==> src/rtl/alu_pkg.sv <==
// Shared opcode values, status-flag bit positions and multiplier FSM states
// for the sequential ALU.
package alu_pkg;

   // Opcodes carried on in_cmd; any value not listed decodes as unknown.
   localparam logic [3:0] OP_MOV = 4'b0001;
   localparam logic [3:0] OP_ADD = 4'b0010;
   localparam logic [3:0] OP_ADC = 4'b0011;
   localparam logic [3:0] OP_SUB = 4'b0100;
   localparam logic [3:0] OP_SBC = 4'b0101;
   localparam logic [3:0] OP_AND = 4'b0110;
   localparam logic [3:0] OP_ORR = 4'b0111;
   localparam logic [3:0] OP_EOR = 4'b1000;
   localparam logic [3:0] OP_MVN = 4'b1001;
   localparam logic [3:0] OP_MUL = 4'b1010;
   localparam logic [3:0] OP_CMP = 4'b1100;
   localparam logic [3:0] OP_TST = 4'b1101;

   // Bit positions inside the 4-bit status register {Z,C,N,V}.
   localparam int FLAG_Z = 3;
   localparam int FLAG_C = 2;
   localparam int FLAG_N = 1;
   localparam int FLAG_V = 0;

   // Multiplier sequencing: IDLE accepts commands, BUSY iterates, DONE retires.
   typedef enum logic [1:0] {
      MUL_IDLE = 2'd0,
      MUL_BUSY = 2'd1,
      MUL_DONE = 2'd2
   } mul_state_e;

endpackage

==> src/rtl/alu_seq_mul.sv <==
// Iterative shift-add multiplier: one multiplier bit per cycle, WIDTH cycles.
// Only the low WIDTH bits of the product are kept.
module alu_seq_mul #(
   parameter int WIDTH = 32
) (
   input  logic             clk,
   input  logic             rst_n,
   input  logic             start,
   input  logic [WIDTH-1:0] op_a,
   input  logic [WIDTH-1:0] op_b,
   output logic             done,
   output logic [WIDTH-1:0] product
);

   localparam int CW = $clog2(WIDTH);

   logic [WIDTH-1:0] mcand_q, mcand_d;
   logic [WIDTH-1:0] mplier_q, mplier_d;
   logic [WIDTH-1:0] acc_q, acc_d;
   logic [CW-1:0]    count_q, count_d;
   logic             busy_q, busy_d;

   // done flags the cycle in which the last bit is consumed; product is
   // complete from the following cycle on.
   assign done    = busy_q && (count_q == CW'(WIDTH - 1));
   assign product = acc_q;

   // Load operands on start, otherwise add-and-shift while busy.
   always_comb begin
      mcand_d  = mcand_q;
      mplier_d = mplier_q;
      acc_d    = acc_q;
      count_d  = count_q;
      busy_d   = busy_q;
      if (start) begin
         mcand_d  = op_a;
         mplier_d = op_b;
         acc_d    = '0;
         count_d  = '0;
         busy_d   = 1'b1;
      end else if (busy_q) begin
         if (mplier_q[0]) begin
            acc_d = acc_q + mcand_q;
         end
         mcand_d  = mcand_q << 1;
         mplier_d = mplier_q >> 1;
         count_d  = count_q + 1'b1;
         if (count_q == CW'(WIDTH - 1)) begin
            busy_d = 1'b0;
         end
      end
   end

   // Multiplier state registers.
   always_ff @(posedge clk or negedge rst_n) begin
      if (!rst_n) begin
         mcand_q  <= '0;
         mplier_q <= '0;
         acc_q    <= '0;
         count_q  <= '0;
         busy_q   <= 1'b0;
      end else begin
         mcand_q  <= mcand_d;
         mplier_q <= mplier_d;
         acc_q    <= acc_d;
         count_q  <= count_d;
         busy_q   <= busy_d;
      end
   end

endmodule

==> src/rtl/alu_seq.sv <==
// Registered ALU with valid/ready handshake and NZCV status register.
// Single-cycle ops complete in the accept edge; MUL runs through alu_seq_mul.
// MOV/MVN take their operand from in_val2.
module alu_seq
   import alu_pkg::*;
#(
   parameter int WIDTH  = 32,
   parameter bit MUL_EN = 1'b1
) (
   input  logic             clk,
   input  logic             rst_n,
   input  logic             in_valid,
   output logic             in_ready,
   input  logic [3:0]       in_cmd,
   input  logic             in_s,
   input  logic [WIDTH-1:0] in_val1,
   input  logic [WIDTH-1:0] in_val2,
   output logic             out_valid,
   input  logic             out_ready,
   output logic [WIDTH-1:0] out_result,
   output logic             out_wb,
   output logic [3:0]       sr
);

   mul_state_e       state_q, state_d;
   logic [WIDTH-1:0] res_q, res_d;
   logic             wb_q, wb_d;
   logic             valid_q, valid_d;
   logic [3:0]       sr_q, sr_d;
   logic             mul_s_q, mul_s_d;
   logic             ready_en_q;

   logic             accept;
   logic             is_sub, carry_in, v_add, v_sub;
   logic [WIDTH-1:0] op2;
   logic [WIDTH:0]   sum;

   logic [WIDTH-1:0] dec_res;
   logic             dec_wb, dec_upd_nz, dec_upd_cv, dec_mul, dec_v;

   logic             mul_start, mul_done;
   logic [WIDTH-1:0] mul_product;

   // ready_en_q keeps in_ready low while reset is held and releases it one edge later.
   assign in_ready   = ready_en_q && (state_q == MUL_IDLE) && (!valid_q || out_ready);
   assign accept     = in_valid && in_ready;
   assign out_valid  = valid_q;
   assign out_result = res_q;
   assign out_wb     = wb_q;
   assign sr         = sr_q;

   // Shared WIDTH+1 bit adder; subtraction is a + ~b + carry (carry = NOT borrow).
   always_comb begin
      is_sub = (in_cmd == OP_SUB) || (in_cmd == OP_SBC) || (in_cmd == OP_CMP);
      op2    = is_sub ? ~in_val2 : in_val2;
      case (in_cmd)
         OP_ADC, OP_SBC: carry_in = sr_q[FLAG_C];
         OP_SUB, OP_CMP: carry_in = 1'b1;
         default:        carry_in = 1'b0;
      endcase
      sum   = {1'b0, in_val1} + {1'b0, op2} + {{WIDTH{1'b0}}, carry_in};
      v_add = (in_val1[WIDTH-1] ~^ in_val2[WIDTH-1]) & (sum[WIDTH-1] ^ in_val1[WIDTH-1]);
      v_sub = (in_val1[WIDTH-1] ^ in_val2[WIDTH-1]) & (sum[WIDTH-1] ^ in_val1[WIDTH-1]);
   end

   // Opcode decode: result value, writeback and which flags this op may touch.
   always_comb begin
      dec_res    = '0;
      dec_wb     = 1'b0;
      dec_upd_nz = 1'b0;
      dec_upd_cv = 1'b0;
      dec_mul    = 1'b0;
      dec_v      = is_sub ? v_sub : v_add;
      case (in_cmd)
         OP_MOV: begin dec_res = in_val2;           dec_wb = 1'b1; dec_upd_nz = in_s; end
         OP_MVN: begin dec_res = ~in_val2;          dec_wb = 1'b1; dec_upd_nz = in_s; end
         OP_AND: begin dec_res = in_val1 & in_val2; dec_wb = 1'b1; dec_upd_nz = in_s; end
         OP_ORR: begin dec_res = in_val1 | in_val2; dec_wb = 1'b1; dec_upd_nz = in_s; end
         OP_EOR: begin dec_res = in_val1 ^ in_val2; dec_wb = 1'b1; dec_upd_nz = in_s; end
         OP_ADD, OP_ADC, OP_SUB, OP_SBC: begin
            dec_res    = sum[WIDTH-1:0];
            dec_wb     = 1'b1;
            dec_upd_nz = in_s;
            dec_upd_cv = in_s;
         end
         OP_CMP: begin
            dec_res    = sum[WIDTH-1:0];
            dec_upd_nz = 1'b1;
            dec_upd_cv = 1'b1;
         end
         OP_TST: begin dec_res = in_val1 & in_val2; dec_upd_nz = 1'b1; end
         OP_MUL: begin
            // With the multiplier compiled out MUL falls through as unknown.
            if (MUL_EN) begin
               dec_mul = 1'b1;
            end
         end
         default: begin end
      endcase
   end

   // Output register, status register and MUL sequencing.
   always_comb begin
      state_d   = state_q;
      res_d     = res_q;
      wb_d      = wb_q;
      valid_d   = valid_q && !out_ready;
      sr_d      = sr_q;
      mul_s_d   = mul_s_q;
      mul_start = 1'b0;
      case (state_q)
         MUL_IDLE: begin
            if (accept) begin
               if (dec_mul) begin
                  state_d   = MUL_BUSY;
                  mul_start = 1'b1;
                  mul_s_d   = in_s;
               end else begin
                  valid_d = 1'b1;
                  res_d   = dec_res;
                  wb_d    = dec_wb;
                  if (dec_upd_nz) begin
                     sr_d[FLAG_Z] = (dec_res == '0);
                     sr_d[FLAG_N] = dec_res[WIDTH-1];
                  end
                  if (dec_upd_cv) begin
                     sr_d[FLAG_C] = sum[WIDTH];
                     sr_d[FLAG_V] = dec_v;
                  end
               end
            end
         end
         MUL_BUSY: begin
            if (mul_done) begin
               state_d = MUL_DONE;
            end
         end
         MUL_DONE: begin
            // The output register is empty here: acceptance required it free.
            state_d = MUL_IDLE;
            valid_d = 1'b1;
            res_d   = mul_product;
            wb_d    = 1'b1;
            if (mul_s_q) begin
               sr_d[FLAG_Z] = (mul_product == '0);
               sr_d[FLAG_N] = mul_product[WIDTH-1];
            end
         end
         default: state_d = MUL_IDLE;
      endcase
   end

   // State, output and status registers.
   always_ff @(posedge clk or negedge rst_n) begin
      if (!rst_n) begin
         state_q    <= MUL_IDLE;
         res_q      <= '0;
         wb_q       <= 1'b0;
         valid_q    <= 1'b0;
         sr_q       <= 4'b0000;
         mul_s_q    <= 1'b0;
         ready_en_q <= 1'b0;
      end else begin
         state_q    <= state_d;
         res_q      <= res_d;
         wb_q       <= wb_d;
         valid_q    <= valid_d;
         sr_q       <= sr_d;
         mul_s_q    <= mul_s_d;
         ready_en_q <= 1'b1;
      end
   end

   generate
      if (MUL_EN) begin : g_mul
         alu_seq_mul #(.WIDTH(WIDTH)) u_mul (
            .clk     (clk),
            .rst_n   (rst_n),
            .start   (mul_start),
            .op_a    (in_val1),
            .op_b    (in_val2),
            .done    (mul_done),
            .product (mul_product)
         );
      end else begin : g_no_mul
         assign mul_done    = 1'b0;
         assign mul_product = '0;
      end
   endgenerate

endmodule

==> config.mk <==
export PLATFORM = sky130hd
export DESIGN_NAME = alu_seq
export DESIGN_NICKNAME = d
export VERILOG_FILES = /design/src/rtl/alu_pkg.sv /design/src/rtl/alu_seq_mul.sv /design/src/rtl/alu_seq.sv
export SDC_FILE = /design/constraint.sdc
export NUM_CORES = 1
export LEC_CHECK = 0
export CAP_MARGIN = 40
export CORE_MARGIN = 4
export CORE_UTILIZATION = 26
export DETAILED_ROUTE_END_ITERATION = 8
export SYNTH_ARGS = -nofsm -noshare
export SYNTH_HDL_FRONTEND = slang
export SYNTH_SLANG_ARGS = --single-unit
==> constraint.sdc <==
create_clock -name clk -period 3.9 [get_ports clk]
set_clock_uncertainty 0.1 [all_clocks]
set_input_delay 0.585 -clock clk [delete_from_list [all_inputs] [get_ports clk]]
set_output_delay 0.585 -clock clk [all_outputs]
set_load 0.01 [all_outputs]
* Word-level counts from Yosys, hierarchy flattened
Index checks and enable logic that the tools add are counted.
Word-level totals: bits of input ports 73, register bits 144
Operators by class: eq/ne operators 21, reductions and logical operators 29, mux-type cells 46, bitwise operators 10, $add $sub $neg 4
Operators with widths (number):
- $mux W32 | 10
- $pmux W32 S6 | 1
- $logic_not A32 Y1 | 2
- $pmux W32 S2 | 1
- $add A32 B32 Y33 | 1
- $add A33 B1 Y33 | 1
- $add A32 B32 Y32 | 1
- $and A32 B32 Y32 | 1
- $not A32 Y32 | 1
- $or A32 B32 Y32 | 1
- $xor A32 B32 Y32 | 1
- $eq A4 B4 Y1 const B | 5
- $mux W1 | 19
- $eq A4 B3 Y1 const B | 4
- $pmux W1 S2 | 7
- $mux W5 | 2
- $ne A2 B2 Y1 const B | 5
- $reduce_and A3 Y1 | 3
- $reduce_or A9 Y1 | 1
- $eq A4 B2 Y1 const B | 2
- $mux W4 | 2
- $reduce_or A2 Y1 | 4
- $mux W2 | 3
- $reduce_bool A2 Y1 | 3
- 20 further kinds | 29

* Longest topological paths before layout
depth in word-level cells 13, mapped depth 22

* By module
From an unflattened synthesis, not the netlist that was laid out.
Second synthesis, totals: cell total of the unflattened synthesis 1524, area, all modules 12665.9 µm²
Modules (own cells, without submodules):
- alu_seq | instances 1, area an instance 6617.6 µm², cells an instance 859
- alu_seq_mul | instances 1, area an instance 6048.3 µm², cells an instance 665

* Worst setup path before layout
Ideal clock, no wire load.
kind input port to flip-flop, start input port in_cmd[0], end register sr_q[3], in the netlist sr[3], buffers on the path 5, path slack -1.008 ns, data arrival time 4.744 ns, required time 3.736 ns, stages 22, cell sequence buf_6 -> clkbuf_1 -> clkbuf_1 -> clkbuf_1 -> clkbuf_1 -> o21ai_0 -> nand2_1 -> o31ai_1 -> fa_1 -> inv_1 -> fa_1 -> nand2b_1 -> a21oi_1 -> a21oi_1 -> nor3_1 -> a2111o_1 -> xor2_1 -> a221oi_1 -> and4_1 -> nand4_1 -> nor4_1 -> a21o_1
Between the ends: word-level cells in the longest chain between the ends 12
Ends and longest elaborated chain:
- start, declared | RTL line alu_seq.sv:14 | input logic [3:0] in_cmd,
- $eq A4 B3 Y1 | RTL line alu_seq.sv:54, alu_seq.sv:56, alu_seq.sv:74
- $logic_or A1 B1 Y1 (2 in a row) | RTL line alu_seq.sv:54 | is_sub = (in_cmd == OP_SUB) || (in_cmd == OP_SBC) || (in_cmd == OP_CMP);
- $mux W32 | RTL line alu_seq.sv:55 | op2 = is_sub ? ~in_val2 : in_val2;
- $add A32 B32 Y33 | RTL line alu_seq.sv:61 | sum = {1'b0, in_val1} + {1'b0, op2} + {{WIDTH{1'b0}}, carry_in};
- $add A33 B1 Y33 | RTL line alu_seq.sv:61
- $pmux W32 S6 | RTL line alu_seq.sv:74 | case (in_cmd)
- $logic_not A32 Y1 | RTL line alu_seq.sv:123 | sr_d[FLAG_Z] = (dec_res == '0);
- $mux W1 | RTL line alu_seq.sv:122 | if (dec_upd_nz) begin
- $mux W4 | RTL line alu_seq.sv:114 | if (dec_mul) begin
- $mux W4 | RTL line alu_seq.sv:113 | if (accept) begin
- $pmux W1 S2 | RTL line alu_seq.sv:111 | case (state_q)
- end signal, assigned | RTL line alu_seq.sv:168 | sr_q <= sr_d;
- end, declared | RTL line alu_seq.sv:29 | logic [3:0] sr_q, sr_d;
Parallel ways exist; a longest one is shown, timed or not. The select of a mux whose other input is x is not followed. A chain may end at the register's enable or synchronous reset.

* Final worst setup path
start input port in_val2[0], end register sr_q[3], in the netlist sr[3]
Between the ends: word-level cells in the longest chain between the ends 10
Ends and longest elaborated chain:
- start, declared | RTL line alu_seq.sv:17 | input logic [WIDTH-1:0] in_val2,
- $not A32 Y32 | RTL line alu_seq.sv:55, alu_seq.sv:76
- $mux W32 | RTL line alu_seq.sv:55
- $add A32 B32 Y33 | RTL line alu_seq.sv:61
- $add A33 B1 Y33 | RTL line alu_seq.sv:61
- $pmux W32 S6 (*) | RTL line alu_seq.sv:74
- $logic_not A32 Y1 (*) | RTL line alu_seq.sv:123
- $mux W1 (*) | RTL line alu_seq.sv:122
- $mux W4 (*) | RTL line alu_seq.sv:114
- $mux W4 (*) | RTL line alu_seq.sv:113
- $pmux W1 S2 (*) | RTL line alu_seq.sv:111
Every way passes the cells marked *; elsewhere a longest branch is shown, timed or not. The select of a mux whose other input is x is not followed.

==> results.md <==
* Outcome: complete, no violations
* CP max-delay cell: clkdlybuf4s50_1
* Crit. End Element: register
* Vias per cell at 5.07
* Die H at 226 um
* Detailed-route via count at 12062
* PwrDens at 599 nW/um^2
* Area grow syn2layout at 35.1%
* Core box area at 46800 sq um
* Slew @ Worst Pin at 798 ps
* Largest net degree at the start of global routing at 82
* Worst-path clk slew at 60 ps
* Non-filler cells, final at 2380
* # Max-Cap Violations at 0
* DR WL met3 at 1.75 mm
* Final min period at 3780 ps
* Pre-CTS setup slack at -777 ps
* Synth warn at 0
* Hold WS at 88.5 ps
* Cell Area, Synth at 12400 sq um
* Maximum VDD drop at 0.360 mV
* Max_slew headroom at 46.8%
* Post-route ant nets at 0
* Synth area leaders: dfrtp_1 (29%), ha_1 (13%), a21oi_1 (7.0%), mux2i_1 (5.7%), xnor2_1 (4.4%)
* Cells after DPL at 2340
* Initial antenna violation count at 0
* Yosys reg bits at 144
* Residual DRC at 0
* RSZ-0062 raised after global routing: no
* Dominant delay contributor by cell family on the critical path: simple AND/OR/NAND/NOR gates
* CTS tree: built
* Top Layer Used: met4
* Layout Nets at 1964
* WL/cell at 18.2 um
* Total power at 10.0 mW
* DRT iter0 DRCs at 851
* Type of the tightest min-delay check: in -> async
* Worst reg2reg endpoint: sr[3]
* Final hold vios at 0
* Root Buffer: clkbuf_16
* Synth area leader: dfrtp_1
* Worst Path Max Fanout at 2
* Synthesized instance count at 1480
* R2r setup slk at 160 ps
* Net Count, Synth at 1684
* Setup crit start kind: primary input
* DR pass1 iterations at 5
* Crit path largest cell delay at 530 ps
* Required @ worst endpoint at 4180 ps
* Arr. time, crit path at 4060 ps
* Vias in the first global route at 11833
* Hpwl dp at 34.1 mm
* Crit-path cells: clkdlybuf4s50_1, xnor2_4, fa_2, buf_4, a21oi_2, o2111ai_2, buf_4, xor2_1, a211oi_2, and4_1, and4_1, and4_4, nand4_1, nor4_2, a21o_1
* Commonest non-fill, non-tap cell in the layout: buf_4
* Chip Width at 226 um
* Post-synth EDFFs at 0
* Met1 wire length at 20.1 mm
* Hold_buf cts at 0
* Final setup viols at 0
* Met2 routed WL at 20.1 mm
* Final wirelength at 43.3 mm
* Highest Clock Rate at 0.264 GHz
* Fin crit share at 97.0%
* FF-to-FF Start: sr[2]
* Total gr overflow at 0
* Max Slew Vio Count at 0
* Static leakage at 7.62 nW
* Yosys top cell area share at 29.1%
* Predominant post-synthesis flop cell: dfrtp_1
* CTS sink count at 144
* Highest-count cells in the layout ignoring fill and taps: buf_4 (223), a21oi_1 (157), dfrtp_1 (143), ha_1 (128), nor2_1 (125)
* Die area at 51100 sq um
* Async SR Flop Fraction at 100%
* CP startpoint: in_val2[0]
* CP Buf/Inv Count at 3
* Finished Core Util at 35.7%
* IO Count at 112
* Max H-tree Level at 4
* Worst reg2reg path depth at 17
* Max Root-Sink Buffers at 2
* Share of layout cells above drive strength 1 at 19.1%
* Port-buffer cells at 111
* Register area share after synthesis at 29.1%
* Number of core rows at 79
* Worst-Skew Late Latency at 440 ps
* Global-route usage over all layers at 16.6%
* Setup ws final at 116 ps
* Num CTS Buffers at 17
* Global-route wire length before repair at 67.1 mm
* Syn Area/Cell at 8.36 sq um
* Count of cell types in the netlist at 74
* RePlAce Congestion at 0.933
* Starting Density at 26.5%
* Layout fillers at 4723
* Type of the worst setup path: in -> reg
* Antenna diodes at 0
## through the flow
stage / setup TNS, ps / cell area, sq um
finish: 0 / 16700
global route: 0 / 16700
CTS: 0 / 16400
detailed placement: -9500 / 15700
global placement: -7370 / 15700
floorplan: -201 / 12600
## flip-flops by register name (all words and copies together), names as in the netlist
signal / flops
g_mul.u_mul.count_q: 5
state_q: 2
mul_s_q: 1
out_wb: 1
ready_en_q: 1
g_mul.u_mul.busy_q: 1
g_mul.u_mul.mcand_q: 32
g_mul.u_mul.product: 32
g_mul.u_mul.mplier_q: 32
sr: 4
out_valid: 1
out_result: 32
## cells by family after synthesis
| group | count (synthesis) | synth area share, % |
|---|---|---|
| compound gates | 475 | 24.1 |
| flops | 144 | 29.1 |
| buf+inv | 180 | 5.76 |
| simple gates | 373 | 14.4 |
| other cells | 1 | 0.0303 |
| fa+ha+maj | 131 | 13.4 |
| xor+xnor | 106 | 7.51 |
| mux | 70 | 5.67 |
## layout make-up
class,instances,area (sq um),share of cell area [%]
sequential,144,3610,21.6
timing repair buffer,342,2910,17.4
multi-input combinational,1156,8440,50.5
inverter,99,372,2.22
tap,607,759,4.55
clock buffer,21,460,2.76
clock inverter,11,154,0.921
## power by group
group,total (mW),internal (mW),leakage (nW),switching [mW]
clock,1.74,1.05,0.294,0.695
combinational,5.41,2.59,5.59,2.81
sequential,2.85,2.16,1.73,0.694
total,10.0,5.80,7.62,4.20
## cell usage after synthesis, types with 7 or more instances
master,instances
ha_1,128
nand4_1,11
nor2b_1,9
a221oi_1,14
nand2b_1,18
and3_1,9
nor4_1,11
buf_1,7
dfrtp_1,144
o21a_1,11
a22oi_1,54
mux2i_1,70
xnor2_1,62
and4_1,7
o22ai_1,24
xor2_1,44
inv_1,98
buf_2,11
nor2_1,128
clkbuf_1,60
a31oi_1,8
nand2_1,103
nand3_1,21
o21ai_0,83
a21oi_1,173
o21ai_1,11
a211oi_1,15
a21o_1,19
nor3_1,17
## worst register-to-register path: stages (launching register included)
cell	delay [ps]
dfrtp_1	390
inv_2	110
o21ai_1	80
nand2_1	110
o31ai_4	90
fa_2	400
buf_4	150
a21oi_2	160
o2111ai_2	200
buf_4	200
xor2_1	150
a211oi_2	340
and4_1	290
and4_1	220
and4_4	240
nand4_1	150
nor4_2	170
a21o_1	130
## worst max-delay path by stage
| stage | to | slack, ps | depth (start not counted) |
|---|---|---|---|
| floorplan | sr[3] | -200 | 22 |
| global placement | sr[3] | -740 | 17 |
| detailed placement | sr[3] | -780 | 17 |
| CTS | sr[3] | 4 | 18 |
| global route | sr[3] | 2 | 18 |
| finish | sr[3] | 120 | 15 |
## layer usage
| metal | global-route usage (%) | vias to the layer above |
|---|---|---|
| met5 | 0 | - |
| met4 | 5.46 | 0 |
| met3 | 2.14 | 64 |
| met2 | 26.9 | 318 |
| met1 | 23.0 | 5789 |
| li1 | - | 5891 |
## repair_timing
action | 4_1_cts | 5_1_grt
pin swaps | 10 | 37
gates cloned | 0 | 1
resized for setup | 16 | 45
setup buffers | 2 | 6
endpoints found under the setup margin | 6 | 4
Power figures use the tool's default switching activity.
